===== src/rtl/uart_tx_serializer_if.sv =====
// uart_tx_serializer_if: pop handshake between the transmit FIFO and the UART serializer
interface uart_tx_serializer_if;
  logic       fifo_rd_en;
  logic       fifo_empty;
  logic [7:0] fifo_data;
  modport master (output fifo_rd_en, input fifo_empty, input fifo_data);
  modport slave (input fifo_rd_en, output fifo_empty, output fifo_data);
endinterface


===== src/rtl/uart_tx_serializer.sv =====
// uart_tx_serializer: pops bytes from the TX FIFO and sends 8N1 / 8E1 frames on tx
module uart_tx_serializer #(
  parameter int CLKS_PER_BIT = 16,
  parameter bit PARITY_EN    = 1'b0
) (
  input  logic                   clk,
  input  logic                   rst,
  input  logic                   start_tx,
  uart_tx_serializer_if.master   fif,
  output logic                   tx,
  output logic                   busy,
  output logic                   frame_done
);
  localparam int CW = $clog2(CLKS_PER_BIT);
  localparam logic [CW-1:0] LAST = CW'(CLKS_PER_BIT - 1);
  typedef enum logic [2:0] {IDLE, REQ, LOAD, START, DATA, PARITY, STOP} state_t;
  state_t        state_q, state_d;
  logic [CW-1:0] cnt_q, cnt_d;
  logic [2:0]    idx_q, idx_d;
  logic [7:0]    sh_q, sh_d;
  logic          par_q, par_d;
  logic          run, tick;
  always_ff @(posedge clk or negedge rst)
    if (!rst) begin
      state_q <= IDLE;
      cnt_q   <= '0;
      idx_q   <= '0;
      sh_q    <= '0;
      par_q   <= 1'b0;
    end else begin
      state_q <= state_d;
      cnt_q   <= cnt_d;
      idx_q   <= idx_d;
      sh_q    <= sh_d;
      par_q   <= par_d;
    end
  // the baud counter only runs while a bit is on the line, so it is zero on entry to START
  assign run  = state_q inside {START, DATA, PARITY, STOP};
  assign tick = run && cnt_q == LAST;
  always_comb begin
    state_d = state_q;
    cnt_d   = run ? (tick ? '0 : cnt_q + 1'b1) : '0;
    idx_d   = idx_q;
    sh_d    = sh_q;
    par_d   = par_q;
    case (state_q)
      IDLE:    state_d = (start_tx && !fif.fifo_empty) ? REQ : IDLE;
      REQ:     state_d = LOAD;
      LOAD: begin
        sh_d    = fif.fifo_data;
        par_d   = 1'b0;
        idx_d   = '0;
        state_d = START;
      end
      START:   state_d = tick ? DATA : START;
      DATA:
        if (tick) begin
          par_d   = par_q ^ sh_q[0];
          sh_d    = sh_q >> 1;
          idx_d   = idx_q + 3'd1;
          state_d = (idx_q == 3'd7) ? (PARITY_EN ? PARITY : STOP) : DATA;
        end
      PARITY:  state_d = tick ? STOP : PARITY;
      STOP:    state_d = tick ? IDLE : STOP;
      default: state_d = IDLE;
    endcase
  end
  assign tx = (state_q == START) ? 1'b0 :
              (state_q == DATA) ? sh_q[0] :
              (state_q == PARITY) ? par_q : 1'b1;
  assign busy           = state_q != IDLE;
  assign frame_done     = state_q == STOP && tick;
  assign fif.fifo_rd_en = state_q == REQ;
endmodule


===== src/flat_wrapper.sv =====
// flat-port wrapper written by rule: the top's interface ports become plain ports
module uart_tx_serializer_flat 
#(
  parameter int CLKS_PER_BIT = 16,
  parameter bit PARITY_EN    = 1'b0
)
  (clk, rst, start_tx, tx, busy, frame_done, fif_fifo_rd_en, fif_fifo_empty, fif_fifo_data);
  uart_tx_serializer_if fif_i ();
  input  logic clk;
  input  logic rst;
  input  logic start_tx;
  output logic tx;
  output logic busy;
  output logic frame_done;
  output wire logic [$bits(fif_i.fifo_rd_en)-1:0] fif_fifo_rd_en;
  input wire logic [$bits(fif_i.fifo_empty)-1:0] fif_fifo_empty;
  input wire logic [$bits(fif_i.fifo_data)-1:0] fif_fifo_data;
  assign fif_fifo_rd_en = fif_i.fifo_rd_en;
  assign fif_i.fifo_empty = fif_fifo_empty;
  assign fif_i.fifo_data = fif_fifo_data;
  uart_tx_serializer #(.CLKS_PER_BIT(CLKS_PER_BIT), .PARITY_EN(PARITY_EN)) u_core (.clk(clk), .rst(rst), .start_tx(start_tx), .fif(fif_i), .tx(tx), .busy(busy), .frame_done(frame_done));
endmodule

===== config.mk =====
export PLATFORM = sky130hd
export DESIGN_NAME = uart_tx_serializer_flat
export DESIGN_NICKNAME = d
export VERILOG_FILES = /design/src/rtl/uart_tx_serializer_if.sv /design/src/rtl/uart_tx_serializer.sv /design/src/flat_wrapper.sv
export SDC_FILE = /design/constraint.sdc
export NUM_CORES = 1
export LEC_CHECK = 0
export ABC_AREA = 1
export CORE_ASPECT_RATIO = 0.75
export CORE_MARGIN = 8
export CORE_UTILIZATION = 56
export CTS_BUF_LIST = sky130_fd_sc_hd__clkbuf_16
export CTS_CLUSTER_SIZE = 10
export DETAILED_ROUTE_END_ITERATION = 6
export GPL_TIMING_DRIVEN = 0
export PLACE_DENSITY = 0.82
export SLEW_MARGIN = 20
export SYNTH_ARGS = -nofsm -noshare
export SYNTH_HDL_FRONTEND = slang
export SYNTH_SLANG_ARGS = --single-unit

===== constraint.sdc =====
create_clock -name clk -period 1.92 [get_ports clk]
set_input_delay 0.192 -clock clk [delete_from_list [all_inputs] [get_ports clk]]
set_output_delay 0.192 -clock clk [all_outputs]
set_load 0.05 [all_outputs]

==> summary.md, run 1 <==
| Metric | Value |
|---|---|
| Final Cycle Share | 91.8% |
| Cell repeated most along the worst path | nor2_1 |
| Final setup fails | 0 |
| Iteration count of the initial detailed-routing pass | 6 |
| Flops & latches, synth | 19 |
| Vias per std cell | 5.15 |
| Vias in the first global route | 931 |
| Pins Over Slew Limit | 0 |
| Rel. slew slack | 43.6% |
| Die extent in y | 53.8 µm |
| Die Footprint | 3580 µm² |
| Crit path required time | 1.73 ns |
| Top delay family on crit path | simple AND/OR/NAND/NOR gates |
| Via count | 952 |
| Seq/Total Area, Yosys | 44.5% |
| Power Dens Cells | 676 nW/µm² |
| Chip Width | 66.4 µm |
| Crit path cell chain | nor2_2, nand2_2, buf_6, nor2_1, nor2_1, clkbuf_2 |
| IO Port Bufs | 15 |
| Max Cap Violations | 0 |
| Antenna cells | 0 |
| Clk sink count | 19 |
| Layout Cells excl Fill | 185 |
| VDD IR max | 0.00101 V |
| Mean post-synth cell area | 7.42 µm² |
| Core footprint | 1770 µm² |
| Buffer count from post-CTS setup fixing | 0 |
| CP max-delay cell | dfrtp_1 |
| Leakage | 0.722 nW |
| DP HPWL | 1730 µm |
| Starting Density | 60.3% |
| DR WL/cell | 12.8 µm |
| Clock H-tree levels | 1 |
| Routed Antenna Nets | 0 |
| Fin crit period | 1.76 ns |
| Worst-Skew Late Latency | 0.25 ns |
| Initial antenna violation count | 0 |
| Largest net degree at the start of global routing | 20 |
| RSZ-0062 raised after global routing | no |
| Worst Tran Pin Value | 0.843 ns |
| DRT Wirelength | 2370 µm |
| GRT overflow | 0 |
| Setup slack after layout | 0.157 ns |
| CP max FO | 10 |
| GRT Util Overall | 15.0% |
| Synth area leader | dfrtp_1 |
| Unique cell type count in the Yosys netlist | 21 |
| DP Cell Count | 181 |
| Clock Path Buffers | 2 |
| Crit Path Category | reg -> out |
| Fin nets | 179 |
| CP startpoint kind | register |
| Post-Place Cell Area | 1250 µm² |
| TNS Setup | 0 ns |
| Mapped Cells | 144 |
| Tot Pwr | 888 µW |
| Drt initial violations | 66 |
| Cts bufs inserted | 3 |
| Worst path max stage delay | 0.44 ns |
| Synth Warn # | 0 |
| Finished Core Util | 74.1% |
| Area growth from synthesis to layout | 23.0% |
| Crit path DAT | 1.57 ns |
| Drt drc | 0 |
| Status | completed |
| Fin area | 1310 µm² |
| Fmax | 567 MHz |
| Worst-case clock skew | 0.00202 ns |
| CP bufs+invs | 2 |
| Routability cong. | 0.867 |
| Final hold slack | 0.430 ns |
| Pre-CTS WS | -0.0328 ns |
| CTS tree | yes |
| Min-delay worst type | in -> async |
| Hold Violations, Final | 0 |
| IO Pins | 16 |
| Area contributors post-synth | dfrtp_1, nand2_1, inv_1, ha_1, o21ai_0 |
| Layout cells sized above 1 | 12.3% |
| Clock slew at reported path FFs | 0.05 ns |
| Worst setup EP type | primary output |
| First-pass GRT wire length | 4110 µm |
| Mapped Area | 1070 µm² |
| Row count | 13 |
| Syn Nets | 159 |
| CTS root buf | clkbuf_16 |
| Share of the synthesized area in the top cell type | 44.5% |
[final cells by class]
| type | instances | area, µm² |
|---|---|---|
| clock inverter | 1 | 5.00 |
| fill | 128 | 459 |
| inverter | 15 | 56.3 |
| timing repair buffer | 15 | 138 |
| multi-input combinational | 108 | 514 |
| clock buffer | 3 | 75.1 |
| tap | 22 | 27.5 |
| sequential | 19 | 475 |
| buffer | 2 | 22.5 |
[flip-flops by register name, summed over array words and instances, names as in the netlist]
signal          count
u_core.sh_q         8
u_core.cnt_q        4
u_core.idx_q        3
u_core.state_q      3
u_core.par_q        1
[cells in the mapped netlist]
cell type / number
nand2_1: 66
dfrtp_1: 19
inv_1: 14
nor2_1: 9
o21ai_0: 7
nand3_1: 6
ha_1: 3
a21oi_1: 2
buf_6: 2
nand2_2: 2
nand4_1: 2
nor2_2: 2
nor2_4: 2
inv_2: 1
nand2_4: 1
nand3_2: 1
nor3_1: 1
nor3_2: 1
o21ai_2: 1
or2_2: 1
xnor2_1: 1
[layer usage]
| layer | wire length (µm) | track usage, % | vias to the layer above | part of all wire (%) |
|---|---|---|---|---|
| li1 | - | - | 487 | - |
| met1 | 1030 | 17.0 | 440 | 43 |
| met2 | 1190 | 26.4 | 23 | 50 |
| met3 | 134 | 4.55 | 2 | 5.7 |
| met4 | 14 | 5.30 | 0 | 0.59 |
| met5 | 0 | 0 | - | 0 |
[timing repair]
item	in CTS	in global routing
gates resized for setup	4	4
hold buffers	0	0
setup endpoints to repair	4	2
endpoints found under the hold margin	0	0
[power breakdown]
| part | switching, mW | total, mW | internal [mW] |
|---|---|---|---|
| sequential | 0.00541 | 0.415 | 0.409 |
| clock | 0.143 | 0.422 | 0.279 |
| combinational | 0.0237 | 0.0514 | 0.0277 |
[cells by family (layout without fill, tap and decap cells)]
| group | after synthesis | count (layout) | synth area share [%] |
|---|---|---|---|
| buf+inv | 17 | 36 | 7.38 |
| flops | 19 | 19 | 44.5 |
| compound gates | 10 | 10 | 5.03 |
| fa+ha+maj | 3 | 3 | 3.51 |
| xor+xnor | 1 | 1 | 0.820 |
| simple gates | 94 | 94 | 38.8 |
[layout by cell type, fill, tap and decap left out]
| cell | n |
|---|---|
| clkbuf_2 | 2 |
| ha_1 | 3 |
| xnor2_1 | 1 |
| nor2_2 | 2 |
| nor2_1 | 9 |
| nand3_1 | 6 |
| nand3_2 | 1 |
| o21ai_0 | 7 |
| nand2_4 | 1 |
| nor2_4 | 2 |
| buf_6 | 2 |
| clkbuf_16 | 3 |
| o21ai_2 | 1 |
| nor3_1 | 1 |
| nand2_2 | 2 |
| dfrtp_1 | 19 |
| clkdlybuf4s50_1 | 11 |
| inv_2 | 1 |
| dlygate4sd2_1 | 2 |
| or2_2 | 1 |
| nor3_2 | 1 |
| inv_1 | 14 |
| nand2_1 | 66 |
| a21oi_1 | 2 |
| clkinv_2 | 1 |
| nand4_1 | 2 |
[path summary, 6_finish.rpt]
| path | from | to | slack (ns) | cells after the start |
|---|---|---|---|---|
| setup / recovery | u_core.state_q[0] | tx | 0.16 | 6 |
| hold / removal | rst | u_core.cnt_q[0] | 0.43 | 1 |
| setup reg to reg | u_core.cnt_q[0] | u_core.cnt_q[0] | 0.47 | 7 |
| hold reg to reg | u_core.sh_q[1] | u_core.sh_q[1] | 0.48 | 2 |
| max in group asynchronous | rst | u_core.sh_q[3] | 0.97 | 1 |
| min in group clk | u_core.sh_q[1] | u_core.sh_q[1] | 0.48 | 2 |
(Power assumes the default switching activity.)
==> run 2: changes to the inputs <==
Settings changed: SLEW_MARGIN 20 to 40.
==> summary.md, run 2 (synthesized netlist as in run 1, its figures left out) <==
| Metric | Value |
|---|---|
| Status | complete, but fails checks |
| Failing checks | DRC |
| IO Pins | 16 (unchanged) |
| Worst-Skew Late Latency | 0.25 ns (about the same) |
| DP Cell Count | 181 (unchanged) |
| Fin nets | 180 (+0.56%) |
| DRT Wirelength | 2380 µm (+0.46%) |
| Power Dens Cells | 674 nW/µm² (-0.29%) |
| Clock H-tree levels | 1 (unchanged) |
| Pre-CTS WS | -0.0328 ns (unchanged) |
| Drt drc | 1 (+1) |
| Cts bufs inserted | 3 (unchanged) |
| Die extent in y | 53.8 µm (unchanged) |
| Worst Tran Pin Value | 0.489 ns (-0.354 ns) |
| Drt initial violations | 75 (+14%) |
| Die Footprint | 3580 µm² (unchanged) |
| Most frequent cells in the layout | nand2_1, dfrtp_1, inv_1 |
| Cell repeated most along the worst path | nor2_1 |
| Pins Over Slew Limit | 0 (unchanged) |
| TNS Setup | 0 ns (unchanged) |
| Most common cell after layout, fill and taps aside | nand2_1 |
| CP max-delay cell | dfrtp_1 |
| Worst path max stage delay | 0.44 ns (about the same) |
| Worst-case clock skew | 0.00186 ns (-0.000166 ns) |
| GRT overflow | 0 (unchanged) |
| Clk sink count | 19 (unchanged) |
| Iteration count of the initial detailed-routing pass | 6 (unchanged) |
| Hold Violations, Final | 0 (unchanged) |
| Crit path required time | 1.73 ns (about the same) |
| Final setup fails | 0 (unchanged) |
| Layout cells sized above 1 | 12.8% (+0.53 points) |
| Starting Density | 60.3% (unchanged) |
| Antenna cells | 0 (unchanged) |
| Min-delay worst type | in -> async |
| Area growth from synthesis to layout | 23.4% |
| Clock Path Buffers | 2 (unchanged) |
| CP max FO | 10 (unchanged) |
| Biggest registers after layout | u_core.sh_q: 8 flops, u_core.cnt_q: 4 flops |
| IO Port Bufs | 15 (unchanged) |
| Crit Path Category | reg -> out |
| Vias per std cell | 5.12 (-0.43%) |
| Rel. slew slack | 67.5% (+24 points) |
| Largest net degree at the start of global routing | 20 (unchanged) |
| GRT Util Overall | 15.0% (unchanged) |
| Fill cells | 128 (unchanged) |
| RSZ-0062 raised after global routing | no |
| Initial antenna violation count | 0 (unchanged) |
| DP HPWL | 1730 µm (unchanged) |
| Setup slack after layout | 0.157 ns (-0.0000390 ns) |
| Max Cap Violations | 0 (unchanged) |
| Routed Antenna Nets | 0 (unchanged) |
| CP startpoint kind | register |
| Leakage | 0.726 nW (+0.58%) |
| Layout Cells excl Fill | 186 (+0.54%) |
| Biggest register | u_core.sh_q |
| VDD IR max | 0.00101 V (about the same) |
| Clock slew at reported path FFs | 0.05 ns (about the same) |
| Row count | 13 (unchanged) |
| DR WL/cell | 12.8 µm (about the same) |
| Via count | 953 (+0.11%) |
| Final Cycle Share | 91.8% (about the same) |
| Crit path DAT | 1.57 ns (about the same) |
| Worst setup EP type | primary output |
| Chip Width | 66.4 µm (unchanged) |
| Core footprint | 1770 µm² (unchanged) |
| Crit path cell chain | nor2_2, nand2_2, buf_6, nor2_1, nor2_1, clkbuf_2 |
| Post-Place Cell Area | 1250 µm² (unchanged) |
| Vias in the first global route | 931 (unchanged) |
| Buffer count from post-CTS setup fixing | 0 (unchanged) |
| Number of flip-flops in the largest register | 8 (unchanged) |
| Fin crit period | 1.76 ns (+0.0000390 ns) |
| Fmax | 567 MHz (about the same) |
| Routability cong. | 0.867 (unchanged) |
| R2r worst-path depth | 7 (unchanged) |
| First-pass GRT wire length | 4110 µm (unchanged) |
| CTS root buf | clkbuf_16 |
| Fin area | 1320 µm² (+0.38%) |
| CTS tree | yes |
run 2: changes by cell type in the layout (fill, tap and decap cells not counted):
| cell | delta |
|---|---|
| clkdlybuf4s50_1 | -1 |
| dlygate4sd3_1 | +1 |
| buf_2 | +1 |
run 2: layout make-up:
cell class	count	area, µm²	area share [%]
Sequential cell	19	475	36.1
Clock inverter	1	5.00	0.380
Timing Repair Buffer	16	143	10.8
Buffer	2	22.5	1.71
Clock buffer	3	75.1	5.69
Inverter	15	56.3	4.27
Multi-Input combinational cell	108	514	39.0
Tap cell	22	27.5	2.09
run 2: worst max-delay path: cells and delay by family (launching register included):
kind	cells	cell delay [ns]
buffers and inverters	2	0.40
DFF	1	0.44
and+or+nand+nor	4	0.48
run 2: report_power, final:
part | total [mW] | internal [mW] | switching (mW) | leakage, nW
combinational | 0.0519 | 0.0280 | 0.0239 | 0.466
sequential | 0.415 | 0.409 | 0.00540 | 0.219
clock | 0.422 | 0.279 | 0.144 | 0.0409
total | 0.889 | 0.716 | 0.173 | 0.726
run 2: path summary, 6_finish.rpt:
check,slack [ns],start,to
hold / removal,0.41,rst,u_core.idx_q[1]
hold reg to reg,0.48,u_core.sh_q[1],u_core.sh_q[1]
setup reg to reg,0.46,u_core.cnt_q[0],u_core.cnt_q[0]
max in group asynchronous,1.21,rst,u_core.sh_q[3]
min in group clk,0.48,u_core.sh_q[1],u_core.sh_q[1]
setup / recovery,0.16,u_core.state_q[0],tx
run 2: per-layer routing:
metal,GRT usage (%),vias up,wire [µm]
li1,-,489,-
met1,17.0,445,1050
met2,26.4,17,1200
met3,4.55,2,115
met4,5.30,0,14
met5,0,-,0
run 2: stage by stage:
stage	hold slack [ns]	power [mW]	util, %
after floorplan	-0.104	0.439	-
after global placement	0.460	0.473	70.3
after detailed placement	0.466	0.475	70.3
after CTS	0.458	0.898	74.5
after global routing	0.466	0.923	74.4
final	0.411	0.889	74.4
run 2: what timing repair did:
item | in CTS | in global routing
hold endpoints to repair | 0 | 19
hold buffers | 0 | 1
endpoints found under the setup margin | 4 | 2
resized for setup | 4 | 4
